## src/rtl/slp_update_ctrl_pkg.sv

```systemverilog
// rtl/slp_update_ctrl_pkg.sv - shared state encoding and helpers for the slp weight-update controller
package slp_update_ctrl_pkg;

    localparam int STATE_W = 3;

    typedef enum logic [STATE_W-1:0] {
        ST_IDLE  = 3'd0,
        ST_READ  = 3'd1,
        ST_CALC  = 3'd2,
        ST_WRITE = 3'd3,
        ST_DONE  = 3'd4
    } slp_state_e;

    function automatic logic slp_is_busy(input slp_state_e s);
        return s != ST_IDLE;
    endfunction

endpackage

```

## src/rtl/slp_update_ctrl_if.sv

```systemverilog
// rtl/slp_update_ctrl_if.sv - shared input/weight memory port of the slp weight-update controller
interface slp_update_ctrl_if #(
    parameter int IDX_W  = 3,
    parameter int I_PREC = 8,
    parameter int W_PREC = 16
);
    logic [IDX_W-1:0]  mem_addr;
    logic              mem_re;
    logic [I_PREC-1:0] in_data;
    logic [W_PREC-1:0] w_rdata;
    logic              mem_we;
    logic [W_PREC-1:0] w_wdata;

    modport master (
        output mem_addr, mem_re, mem_we, w_wdata,
        input  in_data, w_rdata
    );

    modport slave (
        input  mem_addr, mem_re, mem_we, w_wdata,
        output in_data, w_rdata
    );
endinterface

```

## src/rtl/slp_update_ctrl_calc.sv

```systemverilog
// rtl/slp_update_ctrl_calc.sv - combinational fixed-point weight update with saturation
module slp_calc_fp_weight #(
    parameter bit ADALINE = 1'b1,
    parameter int I_PREC  = 8,
    parameter int I_EXP   = 3,
    parameter int R_PREC  = 5,
    parameter int R_EXP   = 5,
    parameter int W_PREC  = 16,
    parameter int W_EXP   = 4,
    parameter int F_PREC  = 8,
    parameter int F_EXP   = 3
) (
    input  logic [I_PREC-1:0] i_in_data,
    input  logic [W_PREC-1:0] i_weight,
    input  logic [R_PREC-1:0] i_rate,
    input  logic [F_PREC-1:0] i_error,
    output logic [W_PREC-1:0] o_new_weight
);
    localparam int XW     = I_PREC + 1;
    localparam int PROD_W = R_PREC + 1 + F_PREC + XW;
    localparam int FRAC_P = R_EXP + F_EXP + I_EXP;
    localparam int SUM_W  = ((PROD_W + W_EXP > W_PREC) ? PROD_W + W_EXP : W_PREC) + 2;

    localparam logic signed [XW-1:0]    X_ONE = XW'(1 << I_EXP);
    localparam logic signed [SUM_W-1:0] W_MAX = {{(SUM_W-W_PREC+1){1'b0}}, {(W_PREC-1){1'b1}}};
    localparam logic signed [SUM_W-1:0] W_MIN = {{(SUM_W-W_PREC+1){1'b1}}, {(W_PREC-1){1'b0}}};

    logic signed [XW-1:0]     w_x;
    logic signed [PROD_W-1:0] w_rate_e;
    logic signed [PROD_W-1:0] w_err_e;
    logic signed [PROD_W-1:0] w_x_e;
    logic signed [PROD_W-1:0] w_prod;
    logic signed [SUM_W-1:0]  w_delta;
    logic signed [SUM_W-1:0]  w_sum;

    // Perceptron mode only uses the sign of each input, scaled to 1.0.
    generate
        if (ADALINE) begin : g_adaline
            assign w_x = {i_in_data[I_PREC-1], i_in_data};
        end else begin : g_perceptron
            assign w_x = i_in_data[I_PREC-1] ? -X_ONE : ((|i_in_data) ? X_ONE : '0);
        end
    endgenerate

    assign w_rate_e = PROD_W'({1'b0, i_rate});
    assign w_err_e  = PROD_W'($signed(i_error));
    assign w_x_e    = PROD_W'(w_x);
    assign w_prod   = w_rate_e * w_err_e * w_x_e;

    // Realign the product to the weight's binary point; right shifts floor.
    generate
        if (FRAC_P >= W_EXP) begin : g_shr
            assign w_delta = SUM_W'(w_prod) >>> (FRAC_P - W_EXP);
        end else begin : g_shl
            assign w_delta = SUM_W'(w_prod) <<< (W_EXP - FRAC_P);
        end
    endgenerate

    assign w_sum = w_delta + SUM_W'($signed(i_weight));

    always_comb begin
        if (w_sum > W_MAX) begin
            o_new_weight = {1'b0, {(W_PREC-1){1'b1}}};
        end else if (w_sum < W_MIN) begin
            o_new_weight = {1'b1, {(W_PREC-1){1'b0}}};
        end else begin
            o_new_weight = w_sum[W_PREC-1:0];
        end
    end

endmodule

```

## src/rtl/slp_update_ctrl.sv

```systemverilog
// rtl/slp_update_ctrl.sv - sequences read/calc/write of every weight for one training update
module slp_update_ctrl
    import slp_update_ctrl_pkg::*;
#(
    parameter bit ADALINE = 1'b1,
    parameter int N_IN    = 8,
    parameter int I_PREC  = 8,
    parameter int I_EXP   = 3,
    parameter int R_PREC  = 5,
    parameter int R_EXP   = 5,
    parameter int W_PREC  = 16,
    parameter int W_EXP   = 4,
    parameter int F_PREC  = 8,
    parameter int F_EXP   = 3
) (
    input  logic              clk,
    input  logic              reset,
    input  logic              start,
    input  logic [R_PREC-1:0] rate,
    input  logic [F_PREC-1:0] error,
    output logic              busy,
    output logic              done,
    slp_update_ctrl_if.master mem
);
    localparam int IDX_W = $clog2(N_IN);

    slp_state_e        r_state;
    slp_state_e        w_next;
    logic [IDX_W-1:0]  r_idx;
    logic [R_PREC-1:0] r_rate;
    logic [F_PREC-1:0] r_error;
    logic [W_PREC-1:0] r_wdata;
    logic [W_PREC-1:0] w_new_weight;
    logic              w_last;

    assign w_last = (r_idx == IDX_W'(N_IN - 1));

    always_ff @(posedge clk or posedge reset) begin
        if (reset) begin
            r_state <= ST_IDLE;
        end else begin
            r_state <= w_next;
        end
    end

    always_comb begin
        w_next       = r_state;
        busy         = slp_is_busy(r_state);
        done         = 1'b0;
        mem.mem_re   = 1'b0;
        mem.mem_we   = 1'b0;
        mem.mem_addr = '0;
        case (r_state)
            ST_IDLE: begin
                if (start) begin
                    // A zero error cannot move any weight, so skip the memory sweep.
                    w_next = (error == '0) ? ST_DONE : ST_READ;
                end
            end
            ST_READ: begin
                mem.mem_re   = 1'b1;
                mem.mem_addr = r_idx;
                w_next       = ST_CALC;
            end
            ST_CALC: begin
                w_next = ST_WRITE;
            end
            ST_WRITE: begin
                mem.mem_we   = 1'b1;
                mem.mem_addr = r_idx;
                w_next       = w_last ? ST_DONE : ST_READ;
            end
            ST_DONE: begin
                done   = 1'b1;
                w_next = ST_IDLE;
            end
            default: begin
                w_next = ST_IDLE;
            end
        endcase
    end

    always_ff @(posedge clk or posedge reset) begin
        if (reset) begin
            r_idx   <= '0;
            r_rate  <= '0;
            r_error <= '0;
            r_wdata <= '0;
        end else begin
            case (r_state)
                ST_IDLE: begin
                    if (start) begin
                        r_rate  <= rate;
                        r_error <= error;
                        r_idx   <= '0;
                    end
                end
                ST_CALC: begin
                    r_wdata <= w_new_weight;
                end
                ST_WRITE: begin
                    if (!w_last) begin
                        r_idx <= r_idx + 1'b1;
                    end
                end
                default: begin
                end
            endcase
        end
    end

    assign mem.w_wdata = r_wdata;

    slp_calc_fp_weight #(
        .ADALINE (ADALINE),
        .I_PREC  (I_PREC),
        .I_EXP   (I_EXP),
        .R_PREC  (R_PREC),
        .R_EXP   (R_EXP),
        .W_PREC  (W_PREC),
        .W_EXP   (W_EXP),
        .F_PREC  (F_PREC),
        .F_EXP   (F_EXP)
    ) u_calc (
        .i_in_data    (mem.in_data),
        .i_weight     (mem.w_rdata),
        .i_rate       (r_rate),
        .i_error      (r_error),
        .o_new_weight (w_new_weight)
    );

endmodule

```

## src/flat_wrapper.sv

```systemverilog
// flat-port wrapper written by rule: the top's interface ports become plain ports
module slp_update_ctrl_flat import slp_update_ctrl_pkg::*;
#(
    parameter bit ADALINE = 1'b1,
    parameter int N_IN    = 8,
    parameter int I_PREC  = 8,
    parameter int I_EXP   = 3,
    parameter int R_PREC  = 5,
    parameter int R_EXP   = 5,
    parameter int W_PREC  = 16,
    parameter int W_EXP   = 4,
    parameter int F_PREC  = 8,
    parameter int F_EXP   = 3
)
  (clk, reset, start, rate, error, busy, done, mem_mem_addr, mem_mem_re, mem_mem_we, mem_w_wdata, mem_in_data, mem_w_rdata);
  slp_update_ctrl_if #(.I_PREC(I_PREC), .W_PREC(W_PREC)) mem_i ();
  input  logic clk;
  input  logic reset;
  input  logic start;
  input  logic [R_PREC-1:0] rate;
  input  logic [F_PREC-1:0] error;
  output logic busy;
  output logic done;
  output wire logic [$bits(mem_i.mem_addr)-1:0] mem_mem_addr;
  output wire logic [$bits(mem_i.mem_re)-1:0] mem_mem_re;
  output wire logic [$bits(mem_i.mem_we)-1:0] mem_mem_we;
  output wire logic [$bits(mem_i.w_wdata)-1:0] mem_w_wdata;
  input wire logic [$bits(mem_i.in_data)-1:0] mem_in_data;
  input wire logic [$bits(mem_i.w_rdata)-1:0] mem_w_rdata;
  assign mem_mem_addr = mem_i.mem_addr;
  assign mem_mem_re = mem_i.mem_re;
  assign mem_mem_we = mem_i.mem_we;
  assign mem_w_wdata = mem_i.w_wdata;
  assign mem_i.in_data = mem_in_data;
  assign mem_i.w_rdata = mem_w_rdata;
  slp_update_ctrl #(.ADALINE(ADALINE), .N_IN(N_IN), .I_PREC(I_PREC), .I_EXP(I_EXP), .R_PREC(R_PREC), .R_EXP(R_EXP), .W_PREC(W_PREC), .W_EXP(W_EXP), .F_PREC(F_PREC), .F_EXP(F_EXP)) u_core (.clk(clk), .reset(reset), .start(start), .rate(rate), .error(error), .busy(busy), .done(done), .mem(mem_i));
endmodule
```

## config.mk

```make
export PLATFORM = sky130hd
export DESIGN_NAME = slp_update_ctrl_flat
export DESIGN_NICKNAME = d
export VERILOG_FILES = /design/src/rtl/slp_update_ctrl_pkg.sv /design/src/rtl/slp_update_ctrl_if.sv /design/src/rtl/slp_update_ctrl_calc.sv /design/src/rtl/slp_update_ctrl.sv /design/src/flat_wrapper.sv
export SDC_FILE = /design/constraint.sdc
export NUM_CORES = 1
export LEC_CHECK = 0
export ABC_CLOCK_PERIOD_IN_PS = 10750
export CAP_MARGIN = 5
export CORE_MARGIN = 4
export CORE_UTILIZATION = 45
export DETAILED_ROUTE_END_ITERATION = 10
export SKIP_CTS_REPAIR_TIMING = 1
export SLEW_MARGIN = 15
export SYNTH_ARGS = -nofsm -noshare
export SYNTH_HDL_FRONTEND = slang
export SYNTH_SLANG_ARGS = --single-unit
```

## constraint.sdc

```tcl
create_clock -name clk -period 10.75 [get_ports clk]
set_clock_uncertainty 0.05 [all_clocks]
set_input_delay 2.15 -clock clk [delete_from_list [all_inputs] [get_ports clk]]
set_output_delay 2.15 -clock clk [all_outputs]
set_load 0.03 [all_outputs]
```

==> metrics.md, run 1 <==
| Metric | Value |
|---|---|
| CP required | `10.85 ns` |
| Total grt overflow | `0` |
| Starting Density | `0.458` |
| Max Slew Vio Count | `0` |
| R2R Path Start | `u_core.r_rate[0]` |
| Slew headroom | `0.320` |
| CORE AREA | `17300 um^2` |
| Final worst hold slack | `0.427 ns` |
| Largest family of logic cells by synthesized area | `adder cells` |
| Area growth syn-to-layout | `13.2%` |
| Hold Path End | `u_core.mem.w_wdata[1]` |
| Vias in the first global route | `6346` |
| Simple-Gate Fraction of Synth Area | `0.196` |
| Final period demand of the worst path | `10.08 ns` |
| Total track usage | `0.191` |
| DRT antenna net count | `0` |
| Worst flop-to-flop path endpoint | `u_core.mem.w_wdata[3]` |
| DP Worst Slack | `0.452 ns` |
| Largest net degree at the start of global routing | `36` |
| Run status | `finished, final reports clean` |
| Post-synth ARST share | `1.00` |
| Vias | `6040` |
| ANT cells | `0` |
| TritonCTS buffer count | `5` |
| Main synth FF type | `dfrtp_1` |
| TritonCTS clock tree | `built` |
| DRC Markers | `0` |
| Initial antenna violation count | `0` |
| Post-Syn Instances | `918` |
| Setup slack, reg-to-reg | `0.67 ns` |
| Compound-gate portion of the synthesized area | `0.114` |
| Ys Warns | `0` |
| Startpoint type of the worst setup path | `register` |
| # fillers | `1654` |
| Clock transition at path regs | `0.05 ns` |
| Root buf cell | `clkbuf_16` |
| Xor/xnor share of the synthesized area | `0.0521` |
| Setup ws final | `0.667 ns` |
| # clock sinks | `35` |
| Die height | `141 um` |
| Mux contribution to synthesized area | `0.00284` |
| Worst R2R Path Depth | `38` |
| Worst min path class | `reg2reg` |
| Final setup viols | `0` |
| CP Max Fanout | `13` |
| Final period util | `0.938` |
| CP arrival | `10.18 ns` |
| Nets | `1211` |
| Die X | `141 um` |
| RePlAce Congestion | `0.851` |
| Routed wire per std cell | `14.9 um` |
| Worst Tran Pin Value | `1.01 ns` |
| Final Hold Viols | `0` |
| Syn nets | `1155` |
| Global-route wire length before repair | `31.2 mm` |
| Bufs on Longest Clock Path | `2` |
| Leading area contributor after synthesis | `fa_1` |
| Post-synthesis sequential area ratio | `0.111` |
| Most instantiated cells after synthesis | `inv_1, fa_1, and2_1, nand2_1, ha_1` |
| Fmax | `99.2 MHz` |
| Crit-path max cell delay | `0.60 ns` |
| IO Port Bufs | `62` |
| Syn_area_per_cell | `8.63 um^2` |
| Share of the synthesized area in the top cell type | `0.291` |
| Hold path cells | `2` |
| Post-synth EDFFs | `0` |
| Post-Syn Area | `7920 um^2` |
| Unrepaired setup endpoints after global routing | `no` |
| Synth unique cells | `63` |
| Die area | `19800 um^2` |
| Most frequent cell after synthesis | `inv_1` |
| Slowest CP cell | `fa_1` |
| Synth Area in Adders | `0.426` |
| Seq cells post-synth | `35` |
| Routed WL | `17.9 mm` |
| Hold Crit Start | `u_core.mem.w_wdata[1]` |
| Max-Cap Viols | `0` |
| CP Class | `reg2reg` |
| Vias/cell | `5.03` |
| First-pass DRT Iterations | `6` |
| Layout cell share with drive strength beyond 1 | `0.0533` |
| H-tree Lvls | `2` |
| Site Rows | `48` |
| Setup TNS | `0 ns` |
| Most used cell, CP | `fa_1` |
| IO Pins | `63` |
| Initial drt markers | `284` |
| Worst-Skew Late Latency | `0.28 ns` |
| Hpwl dp | `14.8 mm` |
| Worst setup EP type | `register` |
| Area contributors post-synth | `fa_1, ha_1, dfrtp_1` |
stage by stage:
stage	utilization	instance area, um^2	cells
floorplan	-	7920	918
global placement	0.505	8740	1186
detailed placement	0.505	8740	1186
CTS	0.515	8900	1194
global route	0.518	8970	1200
finish	0.518	8970	1200
state kept, by name, indices dropped and copies added, names as in the netlist:
| register | flops |
|---|---|
| u_core.r_error | 8 |
| u_core.r_idx | 3 |
| u_core.r_state | 3 |
| u_core.r_rate | 5 |
| u_core.mem.w_wdata | 16 |
how the worst max path moves through the flow:
stage | from | endpoint | slack [ns]
4_1_cts | u_core.r_rate[0] | u_core.mem.w_wdata[7] | 0.42
2_1_floorplan | u_core.r_rate[0] | u_core.mem.w_wdata[14] | 1.39
6_report | u_core.r_rate[0] | u_core.mem.w_wdata[3] | 0.67
3_5_place_dp | u_core.r_rate[0] | u_core.mem.w_wdata[3] | 0.45
3_3_place_gp | u_core.r_rate[0] | u_core.mem.w_wdata[7] | 0.65
5_1_grt | u_core.r_rate[0] | u_core.mem.w_wdata[4] | 0.1
routing by layer:
layer	track usage	vias up	part of all wire
li1	-	3002	-
met1	0.278	2929	0.48
met2	0.314	94	0.47
met3	0.0220	15	0.036
met4	0.0301	0	0.011
met5	0	-	0
placed cells by master, fill, tap and decap left out, types with 23 or more instances in the layout:
| cell | synthesis | final |
|---|---|---|
| fa_1 | 115 | 115 |
| xnor2_1 | 27 | 27 |
| ha_1 | 82 | 82 |
| clkdlybuf4s50_1 | 0 | 62 |
| o21ai_0 | 23 | 23 |
| nand2_1 | 105 | 105 |
| dfrtp_1 | 35 | 34 |
| and2_1 | 108 | 108 |
| nor2_1 | 37 | 37 |
| inv_1 | 179 | 179 |
| a21oi_1 | 35 | 35 |
worst max-delay path, delay by kind of cell (launching register included):
kind | cells | cell delay, ns
fa+ha+maj | 10 | 4.78
compound gates | 12 | 2.54
simple gates | 6 | 1.08
buf+inv | 7 | 0.55
flops | 1 | 0.48
xor+xnor | 3 | 0.47
cell type report:
cell class	count	area (um^2)	share of cell area
Tap cell	225	282	0.0314
Timing Repair Buffer	71	701	0.0781
Multi-Input combinational cell	681	6270	0.699
Inverter	180	676	0.0753
Sequential cell	35	877	0.0978
Clock buffer	7	153	0.0170
Clock inverter	1	7.51	0.000837
kinds of logic after synthesis:
group,Yosys count
DFF,35
adders and majority gates,201
muxes,2
AOI/OAI and AO/OA,133
xor gates and xnor gates,42
buffers and inverters,202
and+or+nand+nor,303
Power of run 1 is not shown: default switching activity piles up to over one toggle a cycle in this logic, so the estimate is an artifact.
==> inputs of run 2 (changes only) <==
--- a/config.mk
+++ b/config.mk
@@ -9,9 +9,10 @@
 export CAP_MARGIN = 5
 export CORE_MARGIN = 4
 export CORE_UTILIZATION = 45
+export CTS_CLUSTER_SIZE = 12
 export DETAILED_ROUTE_END_ITERATION = 10
+export GPL_ROUTABILITY_DRIVEN = 0
 export SKIP_CTS_REPAIR_TIMING = 1
-export SLEW_MARGIN = 15
 export SYNTH_ARGS = -nofsm -noshare
 export SYNTH_HDL_FRONTEND = slang
 export SYNTH_SLANG_ARGS = --single-unit
==> results of run 2 <==
No change in the layout: final DEF, timing and power equal those of run 1.
Power of run 2 is left out for the same reason.
==> inputs of run 3 (changes only) <==
--- a/config.mk
+++ b/config.mk
@@ -5,13 +5,14 @@
 export SDC_FILE = /design/constraint.sdc
 export NUM_CORES = 1
 export LEC_CHECK = 0
-export ABC_CLOCK_PERIOD_IN_PS = 10750
+export ABC_CLOCK_PERIOD_IN_PS = 9100
 export CAP_MARGIN = 5
 export CORE_MARGIN = 4
 export CORE_UTILIZATION = 45
 export CTS_CLUSTER_SIZE = 12
 export DETAILED_ROUTE_END_ITERATION = 10
 export GPL_ROUTABILITY_DRIVEN = 0
+export PLACE_DENSITY = 0.67
 export SKIP_CTS_REPAIR_TIMING = 1
 export SYNTH_ARGS = -nofsm -noshare
 export SYNTH_HDL_FRONTEND = slang
==> constraint.sdc (replaced) <==
create_clock -name clk -period 9.1 [get_ports clk]
set_clock_uncertainty 0.05 [all_clocks]
set_input_delay 1.82 -clock clk [delete_from_list [all_inputs] [get_ports clk]]
set_output_delay 1.82 -clock clk [all_outputs]
set_load 0.03 [all_outputs]
==> run 3 against run 2 <==
  * Setup slack got worse by 0.55 ns
  * Routed wire length increased by 5.0%
  * Die area unchanged
  * Worst hold slack improved by 0.0059 ns
  * First-iteration DRC count decreased by 18%
  * Via count increased by 7.2%
  * Cell area increased by 16%
  * Register-to-register slack got worse by 0.55 ns
  * Global-route usage increased by 0.29 points
  * Core utilization increased by 8.2 points
==> metrics.md, run 3 (same netlist as run 1, synthesis figures left out) <==
| Metric | Value |
|---|---|
| Worst-Skew Late Latency | `0.28 ns (about the same)` |
| H-tree Lvls | `2 (unchanged)` |
| Slowest CP cell | `fa_1` |
| Starting Density | `0.458 (unchanged)` |
| Initial drt markers | `233 (-18%)` |
| Routed wire per std cell | `14.3 um (-4.0%)` |
| Worst Tran Pin Value | `0.894 ns (-0.118 ns)` |
| Critical path buffers and inverters | `8 (+1)` |
| Largest net degree at the start of global routing | `36 (unchanged)` |
| Bufs on Longest Clock Path | `2 (unchanged)` |
| Global-route wire length before repair | `31.9 mm (+2.3%)` |
| Final period util | `0.987 (+0.0496)` |
| First-pass DRT Iterations | `4 (-2)` |
| Nets | `1324 (+9.3%)` |
| Startpoint type of the worst setup path | `register` |
| Largest register FFs | `16 (unchanged)` |
| Routed WL | `18.7 mm (+5.0%)` |
| # clock sinks | `35 (unchanged)` |
| Site Rows | `48 (unchanged)` |
| Slew headroom | `0.402 (+0.0821)` |
| Hpwl dp | `15.5 mm (+4.4%)` |
| Kind of cell adding the most delay to the critical path | `adder cells` |
| Total grt overflow | `0 (unchanged)` |
| Crit-path max cell delay | `0.55 ns (-0.05 ns)` |
| Layout cell share with drive strength beyond 1 | `0.236 (+0.183)` |
| TritonCTS buffer count | `5 (unchanged)` |
| CP Max Fanout | `7 (-6)` |
| Max-Cap Viols | `0 (unchanged)` |
| Area growth syn-to-layout | `31.2%` |
| Final Hold Viols | `0 (unchanged)` |
| Vias in the first global route | `6670 (+5.1%)` |
| Run status | `finished, final reports clean` |
| IO Port Bufs | `62 (unchanged)` |
| Most frequent cells in the layout | `inv_1, buf_4, fa_1` |
| Worst min path class | `reg2reg` |
| Clock transition at path regs | `0.05 ns (about the same)` |
| Max Slew Vio Count | `0 (unchanged)` |
| Placement Cell Area | `9580 um^2 (+9.6%)` |
| CORE AREA | `17300 um^2 (unchanged)` |
| Fmax | `111 MHz (+12%)` |
| Commonest non-fill, non-tap cell in the layout | `inv_1` |
| ANT cells | `0 (unchanged)` |
| Worst setup EP type | `register` |
| Vias | `6472 (+7.2%)` |
| TritonCTS clock tree | `built` |
| Vias/cell | `4.93 (-2.1%)` |
| Initial antenna violation count | `0 (unchanged)` |
| Final setup viols | `0 (unchanged)` |
| Final period demand of the worst path | `8.99 ns (-1.10 ns)` |
| Die height | `141 um (unchanged)` |
| Unrepaired setup endpoints after global routing | `yes` |
| CP required | `9.23 ns (-1.62 ns)` |
| DRT antenna net count | `0 (unchanged)` |
| Die area | `19800 um^2 (unchanged)` |
| DRC Markers | `0 (unchanged)` |
| Die X | `141 um (unchanged)` |
| IO Pins | `63 (unchanged)` |
| CP arrival | `9.12 ns (-1.06 ns)` |
| Final Instance Area | `10400 um^2 (+16%)` |
| CP Class | `reg2reg` |
| Total track usage | `0.194 (+0.00285)` |
| Root buf cell | `clkbuf_16` |
## run 3: cell count changes in the layout (fill, tap and decap cells not counted), moves of 6 or more
cell | previous run | this run
ha_4 | 0 | 16
a21oi_1 | 35 | 26
inv_2 | 1 | 19
o21ai_1 | 7 | 15
and2_1 | 108 | 98
and2_4 | 0 | 10
xnor2_1 | 27 | 21
buf_4 | 8 | 116
ha_1 | 82 | 63
buf_6 | 0 | 6
o21ai_0 | 23 | 14
inv_1 | 179 | 161
## run 3: path summary, 6_finish.rpt
path,start,to,slack [ns],depth (start not counted)
setup / recovery,u_core.r_rate[0],u_core.mem.w_wdata[4],0.11,38
hold / removal,u_core.mem.w_wdata[15],u_core.mem.w_wdata[15],0.43,2
setup reg to reg,u_core.r_rate[0],u_core.mem.w_wdata[4],0.11,38
hold reg to reg,u_core.mem.w_wdata[15],u_core.mem.w_wdata[15],0.43,2
max in group asynchronous,reset,u_core.r_error[6],6.75,3
min in group asynchronous,reset,u_core.r_idx[2],1.90,3
## run 3: layout make-up
class	instances	area, um^2
Inverter	180	676
Sequential cell	35	883
Multi-Input combinational cell	681	6840
Tap cell	225	282
Timing Repair Buffer	184	1560
Clock buffer	8	156
Fill cell	1532	6910
## run 3: layer usage
metal,share of wire,global-route usage
met4,0.013,0.0316
met1,0.45,0.264
met5,0,0
met2,0.50,0.330
met3,0.033,0.0336
## run 3: worst reg2reg max path, delay by kind of cell, from the launching register on
kind	cells	cell delay (ns)
AO/OA/AOI/OAI	11	2.46
XOR/XNOR	3	0.51
adder cells (fa/ha/maj)	10	4.07
buffers and inverters	8	0.57
flip-flops	1	0.43
AND/OR/NAND/NOR	6	0.79
## run 3: stage by stage
step,cells,TNS (ns),setup slack (ns),util,hold slack [ns]
6_report,1313,0,0.114,0.601,0.433
5_1_grt,1313,-2.63,-0.227,0.601,0.458
4_1_cts,1301,-3.16,-0.268,0.563,0.438
3_5_place_dp,1293,-2.35,-0.229,0.554,0.423
3_3_place_gp,1293,-1.33,-0.164,0.554,0.420
2_1_floorplan,918,0,0.00272,-,0.435
Power of run 3 is left out for the same reason.
